$ cat config.mk
export PLATFORM = sky130hd
export DESIGN_NAME = beat_sequencer
export DESIGN_NICKNAME = d
export VERILOG_FILES = /design/src/rtl/beat_sequencer.sv
export SDC_FILE = /design/constraint.sdc
export NUM_CORES = 1
export LEC_CHECK = 0
export ABC_AREA = 1
export CAP_MARGIN = 20
export CORE_UTILIZATION = 27
export CTS_BUF_LIST = sky130_fd_sc_hd__clkbuf_16
export CTS_CLUSTER_DIAMETER = 150
export DETAILED_ROUTE_END_ITERATION = 16
export PLACE_DENSITY_LB_ADDON = 0.2
export SETUP_SLACK_MARGIN = 0.3
export SYNTH_ARGS = -nofsm -noshare
export SYNTH_HDL_FRONTEND = slang
export SYNTH_SLANG_ARGS = --single-unit
$ cat constraint.sdc
create_clock -name clk -period 4 [get_ports clk]
set_clock_uncertainty 0.2 [all_clocks]
set_input_delay 0.8 -clock clk [delete_from_list [all_inputs] [get_ports clk]]
set_output_delay 0.8 -clock clk [all_outputs]
set_load 0.005 [all_outputs]
$ cat src/rtl/beat_sequencer.sv
// Per-beat controller for the spiking ECG classifier: runs one arbitration window per
// heartbeat, logs the outcome into a show-ahead result FIFO and keeps per-class beat counts.
module beat_sequencer #(
    parameter int DEPTH = 8,
    parameter int CNT_W = 16,
    parameter int LVL_W = $clog2(DEPTH) + 1
) (
    input  logic               clk,
    input  logic               resetn,
    input  logic               beat_start,
    input  logic               spike_any,
    input  logic [1:0]         class_in,
    input  logic               timer_done,
    output logic               arb_load,
    output logic               arb_run,
    output logic               busy,
    output logic               res_valid,
    input  logic               res_ready,
    output logic [1:0]         res_class,
    output logic               res_timeout,
    output logic [LVL_W-1:0]   res_level,
    input  logic               cnt_clr,
    output logic [4*CNT_W-1:0] class_cnt,
    output logic               dropped
);

    localparam int PTR_W = (DEPTH > 1) ? $clog2(DEPTH) : 1;
    localparam logic [LVL_W-1:0] FULL_LVL = LVL_W'(DEPTH);

    localparam logic [1:0] ST_IDLE = 2'd0;
    localparam logic [1:0] ST_LOAD = 2'd1;
    localparam logic [1:0] ST_RUN  = 2'd2;
    localparam logic [1:0] ST_PUSH = 2'd3;

    logic [1:0]       state;
    logic [1:0]       state_nxt;
    logic [1:0]       lat_class;
    logic             lat_timeout;
    logic [1:0]       fifo_class [DEPTH];
    logic             fifo_tmo   [DEPTH];
    logic [PTR_W-1:0] wr_ptr;
    logic [PTR_W-1:0] rd_ptr;
    logic [LVL_W-1:0] level;
    logic [CNT_W-1:0] cnt [4];
    logic             pop;
    logic             push_req;
    logic             push;

    always_comb begin
        state_nxt = state;
        case (state)
            ST_IDLE: if (beat_start) state_nxt = ST_LOAD;
            ST_LOAD: state_nxt = ST_RUN;
            ST_RUN:  if (spike_any || timer_done) state_nxt = ST_PUSH;
            default: state_nxt = ST_IDLE;
        endcase
    end

    always_ff @(posedge clk) begin
        if (!resetn) state <= ST_IDLE;
        else         state <= state_nxt;
    end

    // Decision latch: a spike wins over a coincident timeout. Never reset; PUSH is only
    // reachable through a fresh RUN decision, so a stale value is never written.
    always_ff @(posedge clk) begin
        if (state == ST_RUN) begin
            if (spike_any)       {lat_timeout, lat_class} <= {1'b0, class_in};
            else if (timer_done) {lat_timeout, lat_class} <= {1'b1, 2'b00};
        end
    end

    assign arb_load  = (state == ST_LOAD);
    assign arb_run   = (state == ST_RUN);
    assign busy      = (state != ST_IDLE);
    assign push_req  = (state == ST_PUSH);
    assign res_valid = (level != '0);
    assign pop       = res_valid && res_ready;
    assign push      = push_req && ((level != FULL_LVL) || pop);

    always_ff @(posedge clk) begin
        if (!resetn) begin
            wr_ptr <= '0;
            rd_ptr <= '0;
            level  <= '0;
        end else begin
            if (push) wr_ptr <= wr_ptr + 1'b1;
            if (pop)  rd_ptr <= rd_ptr + 1'b1;
            case ({push, pop})
                2'b10:   level <= level + 1'b1;
                2'b01:   level <= level - 1'b1;
                default: level <= level;
            endcase
        end
    end

    always_ff @(posedge clk) begin
        if (push) begin
            fifo_class[wr_ptr] <= lat_class;
            fifo_tmo[wr_ptr]   <= lat_timeout;
        end
    end

    assign res_class   = res_valid ? fifo_class[rd_ptr] : 2'b00;
    assign res_timeout = res_valid ? fifo_tmo[rd_ptr]   : 1'b0;
    assign res_level   = level;

    // Counters count every decided beat, including ones the FIFO had to drop
    always_ff @(posedge clk) begin
        if (!resetn || cnt_clr) begin
            for (int k = 0; k < 4; k++) cnt[k] <= '0;
            dropped <= 1'b0;
        end else if (push_req) begin
            if (cnt[lat_class] != '1) cnt[lat_class] <= cnt[lat_class] + 1'b1;
            if (!push) dropped <= 1'b1;
        end
    end

    always_comb begin
        class_cnt = '0;
        for (int k = 0; k < 4; k++) class_cnt[k*CNT_W +: CNT_W] = cnt[k];
    end

endmodule

Word level (Yosys, flattened, before mapping)
Memories as Yosys holds them, arrays and structs flattened. A register that Yosys moved wholly into a read port is not among the register bits.
Index checks and enable logic that the tools add are counted.
{ "op_classes": {"addsub": 5, "n_eq_ne": 9, "muxes": 25, "n_bitwise": 1, "n_reduce_logical": 15} }
{ "ops": {"columns": ["op", "n"], "rows": [
  ["$add 16x1->16 const B", 1],
  ["$mux 16", 1],
  ["$ne 16x16->1 const B", 1],
  ["$reduce_or 16->1", 1],
  ["$mux 2", 7],
  ["$mux 3", 4],
  ["$mux 1", 11],
  ["$pmux 4 s2", 1],
  ["$add 3x1->3 const B", 2],
  ["$eq 2x2->1 const B", 3],
  ["$pmux 2 s3", 1],
  ["$reduce_and 2->1", 3],
  ["$reduce_bool 2->1", 3],
  ["$add 4x1->4 const B", 1],
  ["$eq 2x1->1 const B", 2],
  ["$ne 4x4->1 const B", 1],
  ["$reduce_bool 4->1", 1],
  ["$sub 4x1->4 const B", 1],
  ["$logic_or 1x1->1", 3],
  ["$logic_and 1x1->1", 2],
  ["$logic_not 2->1", 1],
  ["$ne 2x1->1 const B", 1],
  ["$ne 2x2->1 const B", 1],
  ["$logic_not 1->1", 1],
  ["$not 1->1", 1]
]} }
{ "word_totals": {"reg_bits": 16, "ramBits": 88, "input_bits": 9, "wordCells": 65, "memories": 3} }
{ "memory_table": {"columns": ["name", "words", "word_bits", "read_ports", "rd_clocked_by_memory_dff", "write_ports", "line_no", "source"], "rows": [
  ["cnt", 4, 16, 5, 1, 4, "44", "logic [CNT_W-1:0] cnt [4];"],
  ["fifo_class", 8, 2, 1, 1, 1, "39", "logic [1:0] fifo_class [DEPTH];"],
  ["fifo_tmo", 8, 1, 1, 1, 1, "40", "logic fifo_tmo [DEPTH];"]
]} }

Logic depth before layout (Yosys ltp)
{ "logic_depth": {"word_depth": 7, "ltp_mapped": 18, "depth_no_buf": 15} }

Worst setup path after synthesis
OpenSTA, ideal clock, no wires.
{ "synth_timing": {"path_type": "register to register", "from": "register (tool-made name)", "to": "memory cnt[3][0] (enable)", "setup_ns": 0.411, "arrival_time_ns": 2.676, "required_ns": 3.389, "slack_ns": 0.713, "stages_incl_launch_ff": 16, "n_path_buf": 2, "period_less_slack_ns": 3.287, "cell_sequence": "dfxtp_1 -> buf_6 -> inv_4 -> buf_6 -> nor2_1 -> nor2_1 -> o21ai_0 -> nand2_2 -> ha_1 -> nand3_1 -> nor2_1 -> inv_1 -> nor2_1 -> nand2_1 -> nand2_2 -> o21ai_0"} }
{ "synth_lines": {"columns": ["item", "line_no"], "rows": [
  ["end: declaration", "44"]
]} }

==> results.json <==
{
  "final_cell_mix": "nand2_1 (177), nor2_1 (118), edfxtp_1 (91)",
  "path_max_fanout": 13,
  "via_per_inst": 4.41,
  "yosys_warnings": 0,
  "start_util_pct": 27.6,
  "dp.cells": 952,
  "yosys_register_bits": 109,
  "crit_buf_inv": 2,
  "p_int_w": 0.00231,
  "pin_count": 85,
  "cts_inserted_buffers": 9,
  "io_buffers": 84,
  "endpoint_kind": "output pin",
  "clock_path_buffers": 2,
  "multiInputGateArea_um2": 1950,
  "final_util_pct": 34.7,
  "layout_commonest_cell": "nand2_1",
  "cts_hold_buf": 0,
  "fmax_ghz": 0.311,
  "status": "completed",
  "regArea_um2": 3090,
  "synthCells": 613,
  "grt_antenna_before_repair": 0,
  "die_h_um": 144,
  "rsz0062_at_grt": "false",
  "drv_cap": 0,
  "fin_setup_tns_ns": 0,
  "area_growth_pct": 25.4,
  "cts.sinks": 109,
  "overflow": 0,
  "cellPowerDensity_nw_per_um2": 532,
  "nFillCells": 2012,
  "slew_viol_final": 0,
  "place_area_um2": 6500,
  "rows": 51,
  "relSlewSlack_pct": 66.0,
  "ant_nets": 0,
  "power.switching_w": 0.00131,
  "postCtsSetupBuffers": 0,
  "num_antenna_cells": 0,
  "drt-pass1-iter-count": 4,
  "clk_pin_slew_worst_paths_ns": 0.07,
  "clk_latency_ns": 0.35,
  "p_clk_share_pct": 24.0,
  "irDropWorstVdd_mv": 0.274,
  "root_buffer": "clkbuf_16",
  "crit_chain": "inv_1, o21ai_0, o22ai_1, o21ai_0, a31oi_1, clkdlybuf4s50_1",
  "p_comb_share_pct": 35.6,
  "cp-start-kind": "flop",
  "first_iter_violations": 292,
  "setup_violations": 0,
  "drive_gt1_share_pct": 6.83,
  "synth_area_um2": 5420,
  "hold_path.class": "reg2reg",
  "die_x_um": 144,
  "synth_nets": 632,
  "fin_crit_sh_pct": 80.4,
  "final_cells": 968,
  "finalHoldViolations": 0,
  "synthArstFlopShare_pct": 0,
  "ys_seq_area_share_pct": 57.1,
  "dp_hpwl_um": 10400,
  "htreeDepth": 3,
  "drc": 0,
  "dieArea_um2": 20600,
  "place.gp.congestion": 0.842,
  "grt_pass1_wl_um": 22200,
  "crit_arrival_ns": 2.22,
  "core_area_um2": 19600,
  "max_stage_delay_ns": 0.52,
  "grt_pass1_vias": 4257,
  "num-nets-final": 717,
  "grt.total_usage_pct": 14.6,
  "worst_pin_slew_ns": 0.507,
  "p_sw_share_pct": 36.2,
  "crit_family": "buffers and inverters",
  "wl_um": 14300,
  "slowest_stage": "clkdlybuf4s50_1",
  "critical_path_required_ns": 3.00,
  "min_period_ns": 3.22,
  "grt_max_degree": 35,
  "synth_flop_cell": "edfxtp_1",
  "p_leak_nw": 2.75,
  "ctsResizeCount": 0,
  "worst-setup-path-type": "reg2out",
  "tritoncts": "done",
  "vias": 4270,
  "final_area_um2": 6790,
  "p_seq_share_pct": 40.4,
  "syn_avg_cell_area_um2": 8.83,
  "synth_edf_count": 91,
  "crit_top_cell": "o21ai_0",
  "synth_cell_type_count": 27,
  "wire_per_inst_um": 14.8
}
==> power groups by stage <==
stage	logic, W	registers (W)	clock network, W
final	0.00129	0.00146	0.000866
after global routing	0.00145	0.00148	0.000925
after CTS	0.00130	0.00146	0.000888
after detailed placement	0.00129	0.00149	0
after global placement	0.00128	0.00148	0
after floorplan	0.000869	0.00145	0
==> worst paths after layout <==
kind / end / slack (ns) / cells after the start / from
worst max-delay path: res_class[1] / 0.78 / 6 / flop
worst min-delay path: rd_ptr[2] / 0.27 / 2 / rd_ptr[2]
worst max register to register: cnt[2][14] / 1.04 / 14 / flop
worst min register to register: rd_ptr[2] / 0.27 / 2 / rd_ptr[2]
==> worst min-delay path, cell delays in order (launching register included) <==
cell     delay (ns)
dfxtp_1        0.32
inv_1          0.05
a21oi_1        0.06
==> area by class of cell <==
type / count / area share (%)
inverter: 58 / 3.24
sequential: 109 / 45.6
timing repair buffer: 93 / 13.4
tap: 265 / 4.88
clock inverter: 7 / 0.866
clock buffer: 9 / 3.32
multi-input combinational: 427 / 28.8
==> per-layer routing <==
metal | vias up | GRT usage (%) | part of all wire, %
li1 | 2151 | - | -
met1 | 1994 | 19.5 | 48
met2 | 101 | 22.8 | 45
met3 | 24 | 2.77 | 5.1
met4 | 0 | 6.38 | 1.9
met5 | - | 0 | 0
==> cell families after synthesis <==
family	share of synthesized area, %
simple gates	27.5
compound gates	4.83
flops	57.1
fa+ha+maj	2.45
xor+xnor	1.29
buf+inv	6.84
==> stage by stage <==
stage / power [W] / setup slack [ns] / hold WS (ns)
after global placement: 0.00276 / 0.660 / 0.263
after global routing: 0.00385 / 0.587 / 0.305
after CTS: 0.00365 / 0.790 / 0.279
after detailed placement: 0.00278 / 0.575 / 0.266
final: 0.00361 / 0.784 / 0.272
after floorplan: 0.00231 / 0.713 / 0.233
==> sequential cells by signal, indices dropped and copies added (netlist names), 2 cells and up, named ones only <==
register and cells:
rd_ptr 3, lat_class 2, wr_ptr 3, res_level 4, state 2, fifo_tmo 8, cnt 64, fifo_class 16
==> cell usage after synthesis, types with 2 or more instances <==
| library cell | instances | share of area, % |
|---|---|---|
| a31oi_1 | 3 | 0.35 |
| inv_2 | 3 | 0.21 |
| buf_4 | 3 | 0.42 |
| nand4_2 | 2 | 0.46 |
| nand3_1 | 43 | 4.0 |
| nor2_2 | 7 | 0.81 |
| buf_2 | 6 | 0.55 |
| nor2_4 | 2 | 0.42 |
| ha_1 | 9 | 2.1 |
| clkbuf_1 | 2 | 0.14 |
| buf_6 | 8 | 1.7 |
| xor2_1 | 8 | 1.3 |
| o22ai_1 | 3 | 0.35 |
| a21oi_1 | 11 | 1.0 |
| edfxtp_1 | 91 | 50 |
| dfxtp_1 | 18 | 6.7 |
| nand2_1 | 177 | 12 |
| o21ai_0 | 29 | 2.7 |
| nand2_2 | 10 | 1.2 |
| inv_1 | 54 | 3.7 |
| nor2_1 | 118 | 8.2 |
Note: power is estimated with default switching activity, not from simulation.
